$ cat src/rtl/score_counter.sv
// rtl/score_counter.sv - up/down score counter with synchronised button events, clear, load, wrap/saturate
module score_counter #(
    parameter int MAX_VAL     = 99,
    parameter int WIDTH       = 7,
    parameter int WRAP        = 0,
    parameter int SYNC_STAGES = 2
) (
    input  logic             clk_i,
    input  logic             rst_i,
    input  logic             up_i,
    input  logic             down_i,
    input  logic             clr_i,
    input  logic             load_i,
    input  logic [WIDTH-1:0] load_val_i,
    output logic [WIDTH-1:0] cnt_val_o,
    output logic             at_max_o,
    output logic             at_min_o,
    output logic             ovf_o,
    output logic             unf_o
);

    generate
        if (MAX_VAL >= (1 << WIDTH)) begin : g_width_chk
            $fatal(1, "score_counter: WIDTH too small to hold MAX_VAL");
        end
        if (SYNC_STAGES < 2) begin : g_sync_chk
            $fatal(1, "score_counter: SYNC_STAGES must be at least 2");
        end
    endgenerate

    localparam logic [WIDTH-1:0] MAX_W = WIDTH'(MAX_VAL);

    logic [SYNC_STAGES-1:0] up_sync;
    logic [SYNC_STAGES-1:0] dn_sync;
    logic                   up_prev;
    logic                   dn_prev;
    logic                   up_evt;
    logic                   dn_evt;

    logic [WIDTH-1:0]       cnt_nxt;
    logic                   ovf_nxt;
    logic                   unf_nxt;

    assign up_evt   = up_sync[SYNC_STAGES-1] & ~up_prev;
    assign dn_evt   = dn_sync[SYNC_STAGES-1] & ~dn_prev;
    assign at_max_o = (cnt_val_o == MAX_W);
    assign at_min_o = (cnt_val_o == '0);

    // Clear and load swallow any coincident event, so flags can only come from the event branches.
    always_comb begin
        cnt_nxt = cnt_val_o;
        ovf_nxt = 1'b0;
        unf_nxt = 1'b0;
        if (clr_i) begin
            cnt_nxt = '0;
        end else if (load_i) begin
            cnt_nxt = (load_val_i > MAX_W) ? MAX_W : load_val_i;
        end else if (up_evt && !dn_evt) begin
            if (cnt_val_o == MAX_W) begin
                ovf_nxt = 1'b1;
                cnt_nxt = (WRAP != 0) ? '0 : MAX_W;
            end else begin
                cnt_nxt = cnt_val_o + 1'b1;
            end
        end else if (dn_evt && !up_evt) begin
            if (cnt_val_o == '0) begin
                unf_nxt = 1'b1;
                cnt_nxt = (WRAP != 0) ? MAX_W : '0;
            end else begin
                cnt_nxt = cnt_val_o - 1'b1;
            end
        end
    end

    always_ff @(posedge clk_i) begin
        if (!rst_i) begin
            up_sync   <= '0;
            dn_sync   <= '0;
            up_prev   <= 1'b0;
            dn_prev   <= 1'b0;
            cnt_val_o <= '0;
            ovf_o     <= 1'b0;
            unf_o     <= 1'b0;
        end else begin
            up_sync   <= {up_sync[SYNC_STAGES-2:0], up_i};
            dn_sync   <= {dn_sync[SYNC_STAGES-2:0], down_i};
            up_prev   <= up_sync[SYNC_STAGES-1];
            dn_prev   <= dn_sync[SYNC_STAGES-1];
            cnt_val_o <= cnt_nxt;
            ovf_o     <= ovf_nxt;
            unf_o     <= unf_nxt;
        end
    end

endmodule

$ cat config.mk
export PLATFORM = sky130hd
export DESIGN_NAME = score_counter
export DESIGN_NICKNAME = d
export VERILOG_FILES = /design/src/rtl/score_counter.sv
export SDC_FILE = /design/constraint.sdc
export NUM_CORES = 1
export LEC_CHECK = 0
export BUFFER_PORTS_ARGS = -buffer_cell sky130_fd_sc_hd__buf_4
export CAP_MARGIN = 5
export CELL_PAD_IN_SITES_DETAIL_PLACEMENT = 1
export CELL_PAD_IN_SITES_GLOBAL_PLACEMENT = 2
export CORE_MARGIN = 5
export CORE_UTILIZATION = 33
export DETAILED_ROUTE_END_ITERATION = 8
export GPL_ROUTABILITY_DRIVEN = 0
export PLACE_DENSITY = 0.83
export RECOVER_POWER = 25
export SETUP_SLACK_MARGIN = 0.05
export SYNTH_ARGS = -nofsm -noshare
export SYNTH_HDL_FRONTEND = slang
export SYNTH_SLANG_ARGS = --single-unit
$ cat constraint.sdc
create_clock -name clk_i -period 3 [get_ports clk_i]
set_clock_uncertainty 0.05 [all_clocks]
set_input_delay 0 -clock clk_i [delete_from_list [all_inputs] [get_ports clk_i]]
set_output_delay 0 -clock clk_i [all_outputs]
set_load 0.01 [all_outputs]
==> metrics list <==
* Outcome: finished, final reports clean
* Min-Delay Path Class: in2reg
* VDD IR max: approximately 0.16 mV
* Post-synthesis cell type with the largest combined area: sky130_fd_sc_hd__dfxtp_1
- Data on the critical path arrives at its endpoint at around 2.1 ns.
- Final count of pins violating max slew: 0
- Worst Hold Slack: about 0.0084 ns
- In the post-synthesis netlist, the biggest area contributors are sky130_fd_sc_hd__dfxtp_1, sky130_fd_sc_hd__o21ai_0, sky130_fd_sc_hd__buf_6.
- Synthesis produced between 100 and 150 cells.
- The worst path uses ~64% of the clock period.
- Combinational share of power: 26.2%
- Cells traversed along the worst timing path: ha_1 -> and4_1 -> nand4_1 -> nor2b_1 -> a311o_1 -> a21oi_1
* Quantity of I/O buffers inserted on ports: 23
- 0 antenna diodes ended up in the layout.
- Number of iterations in the first detailed-routing pass: 4
* Design internal power: 320 µW
- The cell sitting at the root of the clock tree is a sky130_fd_sc_hd__clkbuf_4.
- The area growth from synthesis to layout is 30.2%.
- For this design the ratio of total power to cell area is 366 mW/mm².
- Final routed wirelength across all metal layers: 3010 µm
* Largest net degree at the start of global routing: 15
* Number of DRC markers after the initial detailed-route iteration: 48
- Subtracting the final worst setup slack from the clock period gives 1.92 ns.
- Global routing consumed, on the met1 layer, a little under a fifth of the routing resources.
* Achievable frequency: 520 MHz
- Number of ports placed on the die boundary: 24
- Post-synthesis sequential area ratio: 29.8%
- Averaged over all synthesized cells, the footprint is 8.68 µm².
- Net switching is 33.3% of the power.
- CP endpoint kind: flip-flop
- Seq cells post-synth: 15
* Die span in x: 65.2 µm
- Most frequently used flop master after synthesis: sky130_fd_sc_hd__dfxtp_1
* Most common library cell in the layout ignoring fill and taps: sky130_fd_sc_hd__buf_4
- On the worst path, the slowest cell contributes a delay of 0.54 ns.
* Highest-count cells in the layout ignoring fill and taps: sky130_fd_sc_hd__buf_4, sky130_fd_sc_hd__dfxtp_1, sky130_fd_sc_hd__dlygate4sd3_1
- Summed over all layers, the global routing overflow is 0.
* Antenna Nets Post-Route: 0
- Clock latency on the worst-skew pair, taken at its later pin, is about 0.30 ns.
* DPL Wire Length: 2210 µm
- Global routing used 15.5% of the available tracks across all layers.
* Total CTS buffers: 3
- Global-route wire length before repair: 5060 µm
* Number of gates given a new drive strength after cts: 0
* Register-to-register path setup slack: around 1.1 ns
- The initial antenna violation count was 0.
* Post-Layout Inst Area: 0.00131 mm²
- Die area: 0.00426 mm²
* Sequential group share of total power: 46.4%
- The number of global-route vias before repair was between 1,000 and 1,500.
- In this run the deepest clock path goes through 2 buffers.
- Clock share of power: 27.5%
- Global routing consumed, on the met3 layer, 3.25% of the routing resources.
- Setup violations remaining at the end of the flow were counted as 0.
- The number of failing hold endpoints at the final stage was 0.
- Slew at the pin closest to its max-slew limit: between 0.5 and 0.6 ns
- In the final routed layout, each cell accounts on average for 16.5 µm.
- TritonCTS built the clock tree.
- Cell row count: 20
- For the worst setup path, the data required time is roughly 3.2 ns.
- Setup Total Neg Slack: 0 ns
* Number of warning messages in the yosys log: 0
* Netlist cell types: 49
- Dividing the detail-routed via count by the number of cells gives 5.51.
- Along the worst hold path, the cell count comes to 3.
* Dpl cells: 167
- The endpoint identified for the worst register-to-register timing path is cnt_val_o[6].
- Clock transition time at the flip-flop clock pins of the worst setup and hold paths: ~0.11 ns
* Lkg Pwr: around 0.00051 µW
- Proportion of synthesized flip-flops having asynchronous set or reset: 0%
- In this run the critical register-to-register path is launched from cnt_val_o[1].
- For this run, design rule violations remaining after detail routing come to 0.
- Starting density of the core: 33.8%
* Worst Hold End: cnt_val_o[2]
- Cells with a size suffix above 1 make up 25.3% of the layout.
- Yosys mapped a number of flops with a built-in enable equal to 0.
* Critical Path Source Type: flip-flop
* Cell with the biggest individual delay on the critical path: sky130_fd_sc_hd__dfxtp_1
- Placed Instance Area: 0.00117 mm²
* Clock sink count: 15
- Final #Nets: 166
- Post-layout instance count excluding filler cells: 183
- Setup repair after global routing left no endpoint under its margin.
- Final Util: 44.0%
* Synthesized cell area: 0.00101 mm²
- CTS built an H-tree with a depth of 1.
- In this run the power spent charging and discharging nets is between 150 and 200 µW.
* Grt met2 use: 27.3%
- Counting every net in the synthesized netlist gives approximately 130.
* Hold Path Origin: load_val_i[2]
* Max-capacitance violation count: 0
* Vertical die dimension: 65.2 µm
- Worst Path Max Fanout: 9
* Path depth of the worst reg2reg path: 6
* Normalized max-slew margin: between 60% and 70%
- By startpoint and endpoint, the worst setup path is classified as reg2reg.
* Placeable Area: 0.00298 mm²
- The routed layout has between 1,000 and 1,500 vias.
* Synth top area share: 29.8%
- met2 is the most crowded layer.
==> metrics by stage <==
step | power (µW) | setup slack, ns
after detailed placement | 341 | 1.12
final | 479 | 1.08
after global placement | 340 | 1.12
after global routing | 511 | 0.921
after CTS | 492 | 1.09
after floorplan | 299 | 1.27
==> registers in the layout, indices dropped and copies added (netlist names) <==
signal,flops
dn_sync,2
dn_prev,1
cnt_val_o,7
ovf_o,1
unf_o,1
up_sync,2
up_prev,1
==> synth_stat cells (all sizes together), types with 2 or more instances <==
master,number
and4,3
ha,2
nand2b,2
inv,4
o21ai,11
nor2,8
a31oi,4
dfxtp,15
o211ai,2
and2,6
nor4,2
nand3,6
buf,4
xnor2,2
a211oi,2
or2,2
and2b,3
a22oi,2
and3,3
a21oi,3
nor3,2
nand2,8
nand4,3
==> timing repair <==
action | in CTS | in global routing
hold buffers | 12 | 0
setup endpoints to repair | 0 | 0
setup buffers | 0 | 0
endpoints found under the hold margin | 11 | 0
==> routing by layer <==
layer | part of all wire [%] | wire length (µm) | up-vias
met5 | 0 | 0 | -
met4 | 1.3 | 40 | 0
met3 | 4.0 | 120 | 4
met2 | 50 | 1510 | 20
met1 | 45 | 1340 | 482
li1 | - | - | 502
==> kinds of logic (layout without fill, tap and decap cells) <==
logic type,count (synthesis),after routing,synth area share [%]
AND/OR/NAND/NOR,55,55,36.5
AO/OA/AOI/OAI,31,31,21.2
flip-flops,15,15,29.8
buffers and inverters,9,43,6.33
XOR/XNOR,3,3,2.61
adder cells (fa/ha/maj),2,2,2.48
multiplexers,1,1,0.994
==> worst max-delay path: cells and delay by family (launching register included) <==
family,cells,cell delay [ns]
adder cells (fa/ha/maj),1,0.35
flip-flops,1,0.54
AO/OA/AOI/OAI,2,0.42
AND/OR/NAND/NOR,3,0.50
==> worst max path at each step <==
| stage | cells after the start | slack [ns] | to | start |
|---|---|---|---|---|
| floorplan | 5 | 1.27 | cnt_val_o[1] | cnt_val_o[0] |
| global placement | 6 | 1.12 | cnt_val_o[6] | cnt_val_o[1] |
| detailed placement | 6 | 1.12 | cnt_val_o[6] | cnt_val_o[1] |
| CTS | 6 | 1.09 | cnt_val_o[6] | cnt_val_o[1] |
| global route | 7 | 0.92 | cnt_val_o[4] | cnt_val_o[0] |
| finish | 6 | 1.08 | cnt_val_o[6] | cnt_val_o[1] |
==> area by class of cell <==
cell class / instances / area, µm²
Clock buffer: 3 / 22.5
Fill cell: 343 / 1670
Tap cell: 33 / 41.3
Timing Repair Buffer: 35 / 282
Sequential cell: 15 / 300
Clock inverter: 1 / 7.51
Multi-Input combinational cell: 92 / 643
Inverter: 4 / 15.0
==> power groups by stage <==
stage                     Clock, µW  Combinational (µW)  Sequential (µW)
after floorplan                   0                76.7              222
after global placement            0                 113              226
after detailed placement          0                 114              227
after CTS                       142                 127              222
after global routing            149                 138              224
final                           132                 125              222
Power figures use the tool's default switching activity.
